<file path="src/rtl/fetch_pkg.sv">
// Shared types and constants for the instruction-fetch sequencer.
// Holds the FSM state encoding and the timeout-counter width.
package fetch_pkg;

   typedef enum logic [1:0] {
      IDLE,
      REQ,
      VALID,
      FAULT
   } state_e;

   localparam logic [31:0] PC_INCR = 32'd4;
   localparam logic [31:0] DEFAULT_RESET_VECTOR = 32'h0000_0000;
   localparam int unsigned WAIT_W = 8;

endpackage

</file>
<file path="src/rtl/fetch_wait_timer.sv">
// Counts request cycles without an acknowledge.
// Expired flags the cycle that would make the count reach MAX_WAIT.
module fetch_wait_timer
   import fetch_pkg::*;
#(
   parameter int unsigned MAX_WAIT = 255
) (
   input  logic Clk,
   input  logic Reset,
   input  logic Clear,
   input  logic Enable,
   output logic Expired
);

   localparam logic [WAIT_W-1:0] LAST = WAIT_W'(MAX_WAIT - 1);

   logic [WAIT_W-1:0] count_q;
   logic [WAIT_W-1:0] count_d;

   always_ff @(posedge Clk or posedge Reset) begin
      if (Reset) begin
         count_q <= '0;
      end else begin
         count_q <= count_d;
      end
   end

   always_comb begin
      count_d = count_q;
      if (Clear) begin
         count_d = '0;
      end else if (Enable) begin
         count_d = count_q + 1'b1;
      end
   end

   assign Expired = Enable && (count_q == LAST);

endmodule

</file>
<file path="src/rtl/fetch_sequencer.sv">
// Fetch controller: owns the PC, issues one imem request at a time,
// applies redirects, holds under stall and traps faults.
module fetch_sequencer
   import fetch_pkg::*;
#(
   parameter logic [31:0] RESET_VECTOR = DEFAULT_RESET_VECTOR,
   parameter int unsigned MAX_WAIT = 255
) (
   input  logic        Clk,
   input  logic        Reset,
   output logic        ImemReq,
   output logic [31:0] ImemAddr,
   input  logic        ImemAck,
   input  logic [31:0] ImemData,
   input  logic        RedirectValid,
   input  logic [31:0] RedirectTarget,
   input  logic        Stall,
   output logic        InstrValid,
   output logic [31:0] Instruction,
   output logic [31:0] InstrPC,
   output logic [31:0] PCPlus4,
   output logic        AlignFault,
   output logic        TimeoutFault
);

   state_e      state_q, state_d;
   logic [31:0] pc_q, pc_d;
   logic [31:0] pend_q, pend_d;
   logic        kill_q, kill_d;
   logic [31:0] instr_q, instr_d;
   logic [31:0] ipc_q, ipc_d;
   logic [31:0] plus4_q, plus4_d;
   logic        valid_q, valid_d;
   logic        align_q, align_d;
   logic        tmo_q, tmo_d;

   logic in_req;
   logic wait_en;
   logic req_ack;
   logic expired;
   logic misaligned;

   assign in_req     = (state_q == REQ);
   assign wait_en    = in_req && !ImemAck;
   assign req_ack    = in_req && ImemAck;
   assign misaligned = RedirectValid && (RedirectTarget[1:0] != 2'b00);

   fetch_wait_timer #(
      .MAX_WAIT (MAX_WAIT)
   ) u_timer (
      .Clk     (Clk),
      .Reset   (Reset),
      .Clear   (req_ack),
      .Enable  (wait_en),
      .Expired (expired)
   );

   always_ff @(posedge Clk or posedge Reset) begin
      if (Reset) begin
         state_q <= IDLE;
         pc_q    <= RESET_VECTOR;
         pend_q  <= '0;
         kill_q  <= 1'b0;
         instr_q <= '0;
         ipc_q   <= '0;
         plus4_q <= '0;
         valid_q <= 1'b0;
         align_q <= 1'b0;
         tmo_q   <= 1'b0;
      end else begin
         state_q <= state_d;
         pc_q    <= pc_d;
         pend_q  <= pend_d;
         kill_q  <= kill_d;
         instr_q <= instr_d;
         ipc_q   <= ipc_d;
         plus4_q <= plus4_d;
         valid_q <= valid_d;
         align_q <= align_d;
         tmo_q   <= tmo_d;
      end
   end

   always_comb begin
      state_d = state_q;
      pc_d    = pc_q;
      pend_d  = pend_q;
      kill_d  = kill_q;
      instr_d = instr_q;
      ipc_d   = ipc_q;
      plus4_d = plus4_q;
      valid_d = valid_q;
      align_d = align_q;
      tmo_d   = tmo_q;
      if (state_q != FAULT && (expired || misaligned)) begin
         state_d = FAULT;
         valid_d = 1'b0;
         kill_d  = 1'b0;
         align_d = align_q | misaligned;
         tmo_d   = tmo_q | expired;
      end else begin
         unique case (state_q)
            IDLE: begin
               if (RedirectValid) pc_d = RedirectTarget;
               state_d = REQ;
            end
            REQ: begin
               // Address is frozen mid-request, so a redirect is parked.
               if (ImemAck) begin
                  kill_d  = 1'b0;
                  state_d = IDLE;
                  if (RedirectValid) begin
                     pc_d = RedirectTarget;
                  end else if (kill_q) begin
                     pc_d = pend_q;
                  end else begin
                     instr_d = ImemData;
                     ipc_d   = pc_q;
                     plus4_d = pc_q + PC_INCR;
                     pc_d    = pc_q + PC_INCR;
                     valid_d = 1'b1;
                     state_d = VALID;
                  end
               end else if (RedirectValid) begin
                  pend_d = RedirectTarget;
                  kill_d = 1'b1;
               end
            end
            VALID: begin
               if (RedirectValid || !Stall) begin
                  valid_d = 1'b0;
                  state_d = REQ;
                  if (RedirectValid) pc_d = RedirectTarget;
               end
            end
            FAULT: ;
            default: ;
         endcase
      end
   end

   always_comb begin
      ImemReq      = in_req;
      ImemAddr     = pc_q;
      InstrValid   = valid_q;
      Instruction  = instr_q;
      InstrPC      = ipc_q;
      PCPlus4      = plus4_q;
      AlignFault   = align_q;
      TimeoutFault = tmo_q;
   end

endmodule

</file>
<file path="config.mk">
export PLATFORM = sky130hd
export DESIGN_NAME = fetch_sequencer
export DESIGN_NICKNAME = d
export VERILOG_FILES = /design/src/rtl/fetch_pkg.sv /design/src/rtl/fetch_wait_timer.sv /design/src/rtl/fetch_sequencer.sv
export SDC_FILE = /design/constraint.sdc
export NUM_CORES = 1
export LEC_CHECK = 0
export BUFFER_PORTS_ARGS = -buffer_cell sky130_fd_sc_hd__buf_2
export CAP_MARGIN = 25
export CELL_PAD_IN_SITES_DETAIL_PLACEMENT = 0
export CELL_PAD_IN_SITES_GLOBAL_PLACEMENT = 1
export CORE_UTILIZATION = 38
export DETAILED_ROUTE_END_ITERATION = 12
export PLACE_DENSITY = 0.81
export SYNTH_ARGS = -nofsm -noshare
export SYNTH_HDL_FRONTEND = slang
export SYNTH_SLANG_ARGS = --single-unit
export TNS_END_PERCENT = 30
</file>
<file path="constraint.sdc">
create_clock -name Clk -period 12.62 [get_ports Clk]
set_input_delay 1.262 -clock Clk [delete_from_list [all_inputs] [get_ports Clk]]
set_output_delay 1.262 -clock Clk [all_outputs]
set_load 0.05 [all_outputs]
</file>
After elaboration in Yosys (flattened, before gate mapping)
Cells that the tools add are included.
{"block": "word_totals", "word_cells": 76, "memories": 0, "romBits": 0, "in_bits": 69, "regBits": 174, "ram_bits": 0, "latchBits": 0, "out_inout_bits": 132}
{"block": "op_classes", "n_mux": 24, "mul": 0, "div_mod_pow": 0, "addsub": 2, "eq_ne": 10, "reduce_logical": 23, "magnitude_cmp": 0, "bitwise_logic": 6, "shifts": 0}
{"operator": "$mux 32", "n": 5}
{"operator": "$pmux 32 s3", "n": 1}
{"operator": "$add 32x3->32 const B", "n": 1}
{"operator": "$mux 8", "n": 2}
{"operator": "$mux 2", "n": 5}
{"operator": "$reduce_and 5->1", "n": 2}
{"operator": "$mux 1", "n": 9}
{"operator": "$ne 3x2->1 const B", "n": 3}
{"operator": "$reduce_bool 3->1", "n": 3}
{"operator": "$add 8x1->8 const B", "n": 1}
{"operator": "$eq 8x8->1 const B", "n": 1}
{"operator": "$reduce_and 4->1", "n": 2}
{"operator": "$ne 2x2->1 const B", "n": 3}
{"operator": "$pmux 2 s3", "n": 1}
{"operator": "$reduce_bool 2->1", "n": 3}
{"operator": "$logic_and 1x1->1", "n": 5}
{"operator": "$not 1->1", "n": 4}
{"operator": "$reduce_bool 4->1", "n": 1}
{"operator": "$ne 3x3->1 const B", "n": 1}
{"operator": "$reduce_and 3->1", "n": 1}
{"operator": "$eq 2x1->1 const B", "n": 1}
{"operator": "$eq 2x2->1 const B", "n": 1}
{"operator": "$logic_not 1->1", "n": 2}
{"operator": "$logic_not 2->1", "n": 1}
{"operator": "4 further kinds", "n": 6}

Longest topological paths before layout
Gate-level depths: netlist of run 1.
{"block": "depth", "depth_word": 7, "ltp_mapped": 8, "mapped_depth_nobuf": 6}

Cells and area by module
From an unflattened synthesis of run 1, not the netlist that was laid out.
{"block": "hier_totals", "cells_unflattened": 842, "area_unflattened_um2": 7906.3}
{"module": "fetch_sequencer", "seq_area_each_um2": 4103.9, "area_each_um2": 7487.2, "instances": 1, "cells_each": 800}
{"module": "fetch_wait_timer", "seq_area_each_um2": 200.2, "area_each_um2": 419.2, "instances": 1, "cells_each": 42}

Worst setup path after synthesis of run 1
Ideal clock, no wire load.
{"block": "synth_path", "path_type": "input to register", "from": "input port RedirectValid", "to": "register pc_q[19] (netlist: ImemAddr[19])", "n_path_buf": 3, "setup_ns": 0.131, "cell_stages": 6, "required_time_ns": 12.489, "path_slack_ns": 9.865, "arrival_time_ns": 2.623, "cell_sequence": "clkbuf_1 or3b_2 clkbuf_1 clkbuf_1 a221oi_1 o2bb2ai_1"}
{"block": "synth_between", "elab_chain_len": 5, "elab_cells_between_ends": 12, "cone_classes": "eq/ne (1); mux (5); bitwise (1); reduce/logical (5)"}
{"element": "from (decl)", "line_no": "fetch_sequencer.sv:15", "rtl": "input logic RedirectValid,"}
{"element": "branches (longest 5 deep; another with $mux 32)"}
{"element": "to (signal assigned)", "line_no": "fetch_sequencer.sv:72", "rtl": "pc_q <= pc_d;"}
{"element": "to (decl)", "line_no": "fetch_sequencer.sv:27", "rtl": "logic [31:0] pc_q, pc_d;"}
Several ways; the timed one is not identified. The select of a mux whose other input is x is not followed.
A chain may end at the register's enable or synchronous reset.

Worst setup path in the final report of run 1
{"block": "layout_path", "from": "register state_q[1]", "to": "output port ImemReq"}
{"block": "layout_between", "elab_chain_len": 1}
{"element": "from (decl)", "line_no": "fetch_sequencer.sv:26", "rtl": "state_e state_q, state_d;"}
{"element": "from (signal assigned)", "line_no": "fetch_sequencer.sv:71", "rtl": "state_q <= state_d;"}
{"element": "$eq 2x1->1", "line_no": "fetch_sequencer.sv:43", "rtl": "assign in_req = (state_q == REQ);"}
{"element": "to (decl)", "line_no": "fetch_sequencer.sv:11", "rtl": "output logic ImemReq,"}
Every way passes these cells.

==> results of run 1 <==
[synthesized netlist by cell type (4+ instances only)]
cell         n  share of area
o21ai_1      6         0.0039
o21a_1       6         0.0058
nand4_1      9         0.0073
xnor2_1     20          0.023
buf_2       11         0.0071
inv_1        9         0.0044
nor3_1       8         0.0052
o221ai_1     4         0.0045
dfrtp_1    172           0.56
a221oi_1     8         0.0090
mux2_2      30          0.044
nand2_1    269           0.13
clkbuf_1    35          0.017
and3_1      17          0.014
nand3_1     21          0.014
nor2_1      36          0.017
o22ai_1      6         0.0048
o2bb2ai_1    4         0.0045
o21ai_0     49          0.032
a31oi_1      6         0.0048
a21oi_1     26          0.017
xor2_1      11          0.012
and2_1       4         0.0032
[worst max-delay path by stage]
| stage | endpoint | slack [ns] |
|---|---|---|
| floorplan | AlignFault | 6.70 |
| global placement | PCPlus4[2] | 9.26 |
| detailed placement | PCPlus4[2] | 9.22 |
| CTS | ImemReq | 9.65 |
| global route | PCPlus4[2] | 9.51 |
| finish | ImemReq | 9.64 |
[per-layer routing]
layer / global-route usage / vias up
met3: 0.05364 / 16
met5: 0 / -
met2: 0.3198 / 234
met4: 0.05374 / 2
li1: - / 3128
met1: 0.2926 / 3083
[power breakdown]
| part | internal [mW] | total (mW) | switching [mW] |
|---|---|---|---|
| clock | 0.322 | 0.534 | 0.212 |
| combinational | 0.235 | 0.966 | 0.731 |
| sequential | 0.721 | 0.901 | 0.181 |
| total | 1.28 | 2.40 | 1.12 |
[cell type report]
cell class | instances | area (sq um) | share of cell area
Tap cell | 265 | 331.6 | 0.03457
Clock inverter | 7 | 112.6 | 0.01174
Multi-Input combinational cell | 586 | 3212 | 0.3349
Sequential cell | 172 | 4304 | 0.4487
Timing Repair Buffer | 209 | 1109 | 0.1156
Antenna cell | 2 | 5.005 | 0.0005218
Inverter | 10 | 42.54 | 0.004435
Clock buffer | 25 | 475.5 | 0.04957
[logic make-up (layout without fill, tap and decap cells)]
| kind of cell | count (synthesis) | after routing |
|---|---|---|
| mux | 32 | 32 |
| buf+inv | 60 | 251 |
| xor+xnor | 31 | 31 |
| fa+ha+maj | 3 | 3 |
| compound gates | 133 | 133 |
| other cells | 0 | 2 |
| simple gates | 387 | 387 |
| flops | 172 | 172 |
[critical path, delay by kind of cell, from the launching register on]
family / cells / cell delay (ns)
DFF: 1 / 0.47
buffers and inverters: 2 / 0.46
and+or+nand+nor: 1 / 0.36
[registers in the layout, indices dropped and copies added (netlist names)]
register         cells
ImemAddr            32
InstrPC             32
Instruction         32
pend_q              32
PCPlus4             30
u_timer.count_q      8
state_q              2
AlignFault           1
InstrValid           1
TimeoutFault         1
kill_q               1
[through the flow]
stage | power, mW | hold WS, ns | util | area (sq um)
finish | 2.401 | 0.4544 | 0.4865 | 9592
global route | 2.530 | 0.4808 | 0.4862 | 9587
CTS | 2.419 | 0.4581 | 0.4834 | 9532
detailed placement | 1.880 | 0.4413 | 0.4536 | 8944
global placement | 1.872 | 0.4358 | 0.4536 | 8944
floorplan | 1.604 | 0.4436 | - | 7751
==> impl_metrics.tcl, run 1 <==
set metrics [dict create \
    place_congestion 0.7821 \
    synth_cell_type_count 55 \
    routed_via_density 5.065 \
    vdd_ir_drop_max_uv 113.4 \
    clock_path_buffers 2 \
    overflow 0 \
    io_buffer_count 200 \
    ys_seq_area_frac 0.5553 \
    cts_hold_buf 0 \
    synthCells 818 \
    synth-compound-area-share 0.1046 \
    reg2reg_depth 5 \
    p_per_area_nw_per_um2 250.3 \
    die_area_sq_um 20970 \
    cts_tree "built" \
    first_iter_violations 444 \
    slew_violations 0 \
    die_w_microns 144.8 \
    worst_ep_arrival_time_ns 1.72 \
    path_max_fanout 11 \
    post-route-period-util 0.2360 \
    setup_viol 0 \
    ys_ff_latch 172 \
    final_nets 1068 \
    wl_per_cell_microns 16.76 \
    antenna_found_initial 2 \
    fp.coreArea_sq_um 19720 \
    first_pass_iters 5 \
    pin_count 201 \
    synth_top_family_by_area "simple AND/OR/NAND/NOR gates" \
    grt_usage 0.2088 \
    rsz0062_at_grt "false" \
    drt-met1-wl_microns 10020 \
    areaGrowthSynthToFinish_pct 23.74 \
    period_needed_ns 2.979 \
    min_to "TimeoutFault" \
    dr_wl_met3_microns 1580 \
    power.leakage_nw 5.051 \
    num_rows 51 \
    synthSimpleGateAreaFrac 0.2213 \
    yosysWarnings 0 \
    clk_pin_slew_ns 0.07 \
    crit_type "reg2out" \
    synth_area_sq_um 7751 \
    cts_made_buffers 17 \
    cts_sinks 172 \
    cts_resized 0 \
    crit_slowest_cell "dfrtp_1" \
    stdcell_count 1276 \
    place_ws_ns 9.217 \
    synthArstFlopShare 1.000 \
    synth_fp_nets 890 \
    synthMuxAreaShare 0.04617 \
    avgSynthCellArea_sq_um 9.476 \
    initial_core_util 0.3931 \
    grt_max_degree 95 \
    max_freq_mhz 335.7 \
    worst-endpoint-required_ns 11.36 \
    postCtsSetupRepairBufs 0 \
    hold_path_depth 1 \
    wl_microns 21390 \
    drc 0 \
    synthFlopType "dfrtp_1" \
    setup_ws_ns 9.641 \
    startpoint "state_q[1]" \
    synth_fa_ha_area_frac 0.004843 \
    antenna_left 0 \
    n_fill_cell 1849 \
    hold_viol_final 0 \
    synth-edff-count 0 \
    layout_common_cells "268 x nand2_1, 200 x buf_2, 172 x dfrtp_1" \
    timing.rr.start "kill_q" \
    worstHoldStart "TimeoutFault" \
    placed_cells 1240 \
    path_cells "nand2b_1, inv_1, buf_2" \
    slew_headroom 0.4105 \
    cp-end-kind "output pin" \
    wl_met2_microns 9619 \
    r2r_slack_ns 9.87 \
    htree_levels 4 \
    clk_latency_ns 0.43 \
    via_count 6463 \
    status "complete, no violations" \
    slowest_delay_ns 0.47 \
    dieHeight_microns 144.8 \
    synth_xor_area_frac 0.03503 \
    min_path_type "reg2reg" \
    finClkSkew_ns 0.01078 \
    rr_endpoint "ImemAddr[31]" \
    top_layer_used "met5" \
    worst_pin_slew_ns 0.8843 \
    root_buffer "clkbuf_16" \
    dp_hpwl_microns 14650 \
    grt_pass1_vias 5975 \
    drv_cap 0 \
    grt_first_pass_wirelength_microns 32970 \
    drive_gt1_frac 0.2765 \
    fin_tns_setup_ns 0 \
    start_kind "flop" \
    final_common_cell "nand2_1" \
]
No activity file was read; power rests on OpenSTA's default activity.
==> run 2, diff against run 1 <==
==> constraint.sdc (replaced) <==
create_clock -name Clk -period 2.8 [get_ports Clk]
set_input_delay 0.28 -clock Clk [delete_from_list [all_inputs] [get_ports Clk]]
set_output_delay 0.28 -clock Clk [all_outputs]
set_load 0.05 [all_outputs]
==> run 2 against run 1 <==
Compared with the run above:
- setup slack got worse by 9.3 ns
- final area increased by 1.0%
- hold slack got worse by 0.42 ns
- total power increased to 4.5 times the previous value
- flip-flop and latch count unchanged
- clock skew decreased by 0.0030 ns
- core utilization increased by 0.51 points
- sequential share of layout area decreased by 0.46 points
- first-iteration DRC count decreased by 17%
- register-to-register slack got worse by 9.6 ns
- count of clock-buffer cells in the layout decreased by 1
- critical endpoint is now ImemAddr[28]
- largest cell class unchanged
- highest routed layer is now met4
==> impl_metrics.tcl, run 2 (synthesized netlist as in run 1, its figures left out) <==
set metrics [dict create \
    status "complete, no violations" \
    multi_input_area_sq_um 3212 \
    grt_pass1_vias 6057 \
    place_ws_ns 0.3117 \
    power.leakage_nw 5.108 \
    grt.busiest_layer "met2" \
    cts_tree "built" \
    path_max_fanout 8 \
    num_rows 51 \
    die_w_microns 144.8 \
    cp-end-kind "flop" \
    clk_pin_slew_ns 0.07 \
    dieHeight_microns 144.8 \
    first_iter_violations 367 \
    worst-endpoint-required_ns 3.10 \
    crit_type "reg2reg" \
    rsz0062_at_grt "false" \
    placed_cells 1257 \
    wl_microns 21630 \
    overflow 0 \
    worst_ep_arrival_time_ns 2.78 \
    grt_max_degree 87 \
    final_common_cell "nand2_1" \
    max_freq_mhz 402.7 \
    pin_count 201 \
    cts_sinks 172 \
    hold_viol_final 0 \
    via_count 6450 \
    worst_pin_slew_ns 0.6632 \
    place_congestion 0.8254 \
    clk_latency_ns 0.43 \
    holdWs_ns 0.03885 \
    antenna_found_initial 1 \
    setup_viol 0 \
    areaGrowthSynthToFinish_pct 25.04 \
    start_kind "flop" \
    final_area_sq_um 9692 \
    antenna_left 0 \
    period_needed_ns 2.483 \
    routed_via_density 4.996 \
    grt_usage 0.2122 \
    min_path_type "in2reg" \
    first_pass_iters 5 \
    htree_levels 4 \
    drc 0 \
    fin_util 0.4915 \
    clock_path_buffers 2 \
    cts_made_buffers 17 \
    finClkSkew_ns 0.007760 \
    final_nets 1084 \
    fp.coreArea_sq_um 19720 \
    grt_use_met2 0.3338 \
    p_per_area_nw_per_um2 1109 \
    slew_headroom 0.5562 \
    dp_hpwl_microns 15610 \
    drive_gt1_frac 0.2907 \
    use_met3 0.05594 \
    seq_area_sq_um 4304 \
    stdcell_count 1291 \
    n_fill_cell 1934 \
    initial_core_util 0.3931 \
    use_met1 0.2887 \
    grt_first_pass_wirelength_microns 33430 \
    io_buffer_count 200 \
    power_mw 10.75 \
    drv_cap 0 \
    fin_tns_setup_ns 0 \
    die_area_sq_um 20970 \
    setup_ws_ns 0.3170 \
    post-route-period-util 0.8868 \
    root_buffer "clkbuf_16" \
    layout_common_cells "268 x nand2_1, 200 x buf_2, 172 x dfrtp_1" \
    postCtsSetupRepairBufs 0 \
    wl_per_cell_microns 16.76 \
    slew_violations 0 \
    vdd_ir_drop_max_uv 494.5 \
    place_area_sq_um 9095 \
]
-- run 2: changes by cell type in the layout (fill, tap and decap cells not counted), moves of 3 or more --
cell        previous run  this run
clkbuf_1               6         2
clkbuf_8               2         5
buf_4                  7        22
clkinvlp_4             1         5
-- run 2: cell type report --
type,count,area share
Antenna cell,1,0.0002582
Sequential cell,172,0.4441
Tap cell,265,0.03421
Multi-Input combinational cell,586,0.3314
Timing Repair Buffer,225,0.1255
Clock buffer,24,0.05177
Clock inverter,8,0.008521
Inverter,10,0.004260
-- run 2: final timing paths --
| check | startpoint | end | slack (ns) | cells after the start |
|---|---|---|---|---|
| setup reg to reg | ImemAddr[2] | ImemAddr[28] | 0.32 | 6 |
| max in group asynchronous | Reset | pend_q[27] | 1.39 | 4 |
| hold / removal | ImemData[6] | Instruction[6] | 0.04 | 3 |
| hold reg to reg | TimeoutFault | TimeoutFault | 0.45 | 1 |
| min in group asynchronous | Reset | InstrPC[25] | 0.46 | 3 |
| setup / recovery | ImemAddr[2] | ImemAddr[28] | 0.32 | 6 |
-- run 2: what timing repair did --
action | 4_1_cts | 5_1_grt
endpoints found under the setup margin | 0 | 0
endpoints found under the hold margin | 23 | 0
gates resized for setup | 0 | 0
hold buffers | 1 | 0
-- run 2: critical path: stages, from the launching register on --
cell	delay, ns
dfrtp_1	0.46
ha_1	0.24
nand3_2	0.17
or4_1	0.84
nor4_4	0.38
xnor2_1	0.18
o21ai_1	0.08
-- run 2: where the power goes --
| group | leakage (nW) | total, mW | switching [mW] | internal (mW) |
|---|---|---|---|---|
| sequential | 2.25 | 3.99 | 0.745 | 3.25 |
| combinational | 2.58 | 4.44 | 3.36 | 1.08 |
| clock | 0.275 | 2.32 | 0.972 | 1.35 |
| total | 5.11 | 10.8 | 5.08 | 5.68 |
-- run 2: metal layers --
metal | part of all wire | vias up | routed length (microns)
li1 | - | 3151 | -
met1 | 0.47 | 3071 | 10120
met2 | 0.45 | 205 | 9802
met3 | 0.067 | 23 | 1452
met4 | 0.012 | 0 | 255
met5 | 0 | - | 0
==> run 3, diff against run 2 <==
--- a/config.mk
+++ b/config.mk
@@ -9,9 +9,11 @@
 export CAP_MARGIN = 25
 export CELL_PAD_IN_SITES_DETAIL_PLACEMENT = 0
 export CELL_PAD_IN_SITES_GLOBAL_PLACEMENT = 1
-export CORE_UTILIZATION = 38
+export CORE_ASPECT_RATIO = 1.4
+export CORE_MARGIN = 8
+export CORE_UTILIZATION = 40
 export DETAILED_ROUTE_END_ITERATION = 12
-export PLACE_DENSITY = 0.81
+export PLACE_DENSITY = 0.84
 export SYNTH_ARGS = -nofsm -noshare
 export SYNTH_HDL_FRONTEND = slang
 export SYNTH_SLANG_ARGS = --single-unit
==> run 3 against run 2 <==
Compared with the run above:
- clock power rose by 6%
- count of clock-buffer cells in the layout decreased by 7
- sequential share of layout area increased by 0.14 points
- clock skew increased by 0.0013 ns
- hold slack got worse by 0.024 ns
- setup slack better by 0.046 ns
- global-route usage down 2.2 points
- fmax grew 1.9%
- register-to-register slack better by 0.05 ns
- combinational power increased by 2%
- sequential power is essentially flat
- cell count decreased by 1.7%
- critical path type unchanged
==> impl_metrics.tcl, run 3 (synthesized netlist as in run 1, its figures left out) <==
set metrics [dict create \
    fp.coreArea_sq_um 19140 \
    min_path_type "in2async" \
    power.leakage_nw 5.102 \
    cp-end-kind "flop" \
    start_kind "flop" \
    dp_hpwl_microns 16440 \
    rr_endpoint "ImemAddr[20]" \
    slew_violations 0 \
    routed_via_density 5.072 \
    via_count 6436 \
    die_area_sq_um 24150 \
    post-route-period-util 0.8703 \
    grt_first_pass_wirelength_microns 36360 \
    holdWs_ns 0.01485 \
    grt_max_degree 133 \
    die_w_microns 133.7 \
    layout_common_cells "268 x nand2_1, 200 x buf_2, 172 x dfrtp_1" \
    root_buffer "clkbuf_16" \
    place_congestion 0.8100 \
    slew_headroom 0.4319 \
    htree_levels 4 \
    wl_per_cell_microns 17.74 \
    io_buffer_count 200 \
    antenna_left 0 \
    worst_ep_arrival_time_ns 2.73 \
    cts_sinks 172 \
    num_rows 60 \
    hold_viol_final 0 \
    clk_pin_slew_ns 0.07 \
    first_pass_iters 5 \
    timing.rr.start "ImemAddr[2]" \
    grt_pass1_vias 6534 \
    path_cells "ha_1, nand3_2, or4_1, nand3b_1, a221oi_1, nor3_1" \
    final_area_sq_um 9661 \
    worst-endpoint-required_ns 3.10 \
    areaGrowthSynthToFinish_pct 24.63 \
    grt_usage 0.1897 \
    drive_gt1_frac 0.2909 \
    path_max_fanout 8 \
    antenna_found_initial 2 \
    first_iter_violations 433 \
    multi_input_area_sq_um 3212 \
    reg2reg_depth 6 \
    initial_core_util 0.4049 \
    dieHeight_microns 180.7 \
    cts_tree "built" \
    drv_cap 0 \
    fin_util 0.5046 \
    r2r_slack_ns 0.36 \
    pin_count 201 \
    final_common_cell "nand2_1" \
    final_nets 1080 \
    place_area_sq_um 9051 \
    crit_buf_inv 0 \
    drc 0 \
    seq_area_sq_um 4304 \
    crit_slowest_cell "or4_1" \
    max_freq_mhz 410.3 \
    cts_hold_buf 0 \
    n_antenna_cell 0 \
    finClkSkew_ns 0.009022 \
    fin_tns_setup_ns 0 \
    period_needed_ns 2.437 \
    clk_latency_ns 0.43 \
    cts_resized 0 \
    rsz0062_at_grt "false" \
    overflow 0 \
    cts_made_buffers 17 \
    clock_path_buffers 2 \
    n_fill_cell 1805 \
    worst_pin_slew_ns 0.8521 \
    setup_viol 0 \
    slowest_delay_ns 0.79 \
    wl_microns 22510 \
    postCtsSetupRepairBufs 0 \
    crit_family "simple AND/OR/NAND/NOR gates" \
    p_per_area_nw_per_um2 1131 \
    crit_type "reg2reg" \
    status "complete, no violations" \
    vdd_ir_drop_max_uv 440.6 \
]
==> run 3: tightest hold or removal path, stage by stage <==
cell and delay [ns]:
buf_2 0.11, clkinvlp_4 0.08, buf_4 0.43
==> run 3: power by group <==
part           leakage, nW  internal, mW  switching (mW)
clock                0.291          1.42            1.03
combinational         2.56          1.08            3.43
sequential            2.25          3.25           0.716
==> run 3: cell type report <==
cell class | count | area share
inverter | 10 | 0.004274
sequential | 172 | 0.4455
multi-input combinational | 586 | 0.3325
timing repair buffer | 221 | 0.1225
clock inverter | 15 | 0.01904
clock buffer | 17 | 0.04404
tap | 248 | 0.03212
==> run 3: worst max-delay path by stage <==
stage	to	slack [ns]	cells after the start	startpoint
2_1_floorplan	AlignFault	0.32	1	Reset
3_3_place_gp	ImemAddr[20]	0.43	6	ImemAddr[2]
3_5_place_dp	ImemAddr[28]	0.38	6	ImemAddr[2]
4_1_cts	ImemAddr[20]	0.36	6	ImemAddr[2]
5_1_grt	ImemAddr[20]	0.17	6	ImemAddr[2]
6_report	ImemAddr[20]	0.36	6	ImemAddr[2]
==> run 3: stage by stage <==
| stage | total power, mW | instances | setup slack [ns] |
|---|---|---|---|
| CTS | 11.03 | 1269 | 0.3562 |
| floorplan | 7.230 | 818 | 0.3233 |
| finish | 10.92 | 1269 | 0.3630 |
| detailed placement | 8.562 | 1237 | 0.3765 |
| global placement | 8.499 | 1237 | 0.4310 |
| global route | 11.48 | 1269 | 0.1686 |
==> run 3: layer usage <==
layer / track usage / vias up / wire [microns]
li1: - / 3142 / -
met1: 0.2365 / 3068 / 9775
met2: 0.3097 / 198 / 10970
met3: 0.05192 / 24 / 1370
met4: 0.06489 / 4 / 378
met5: 0 / - / 21
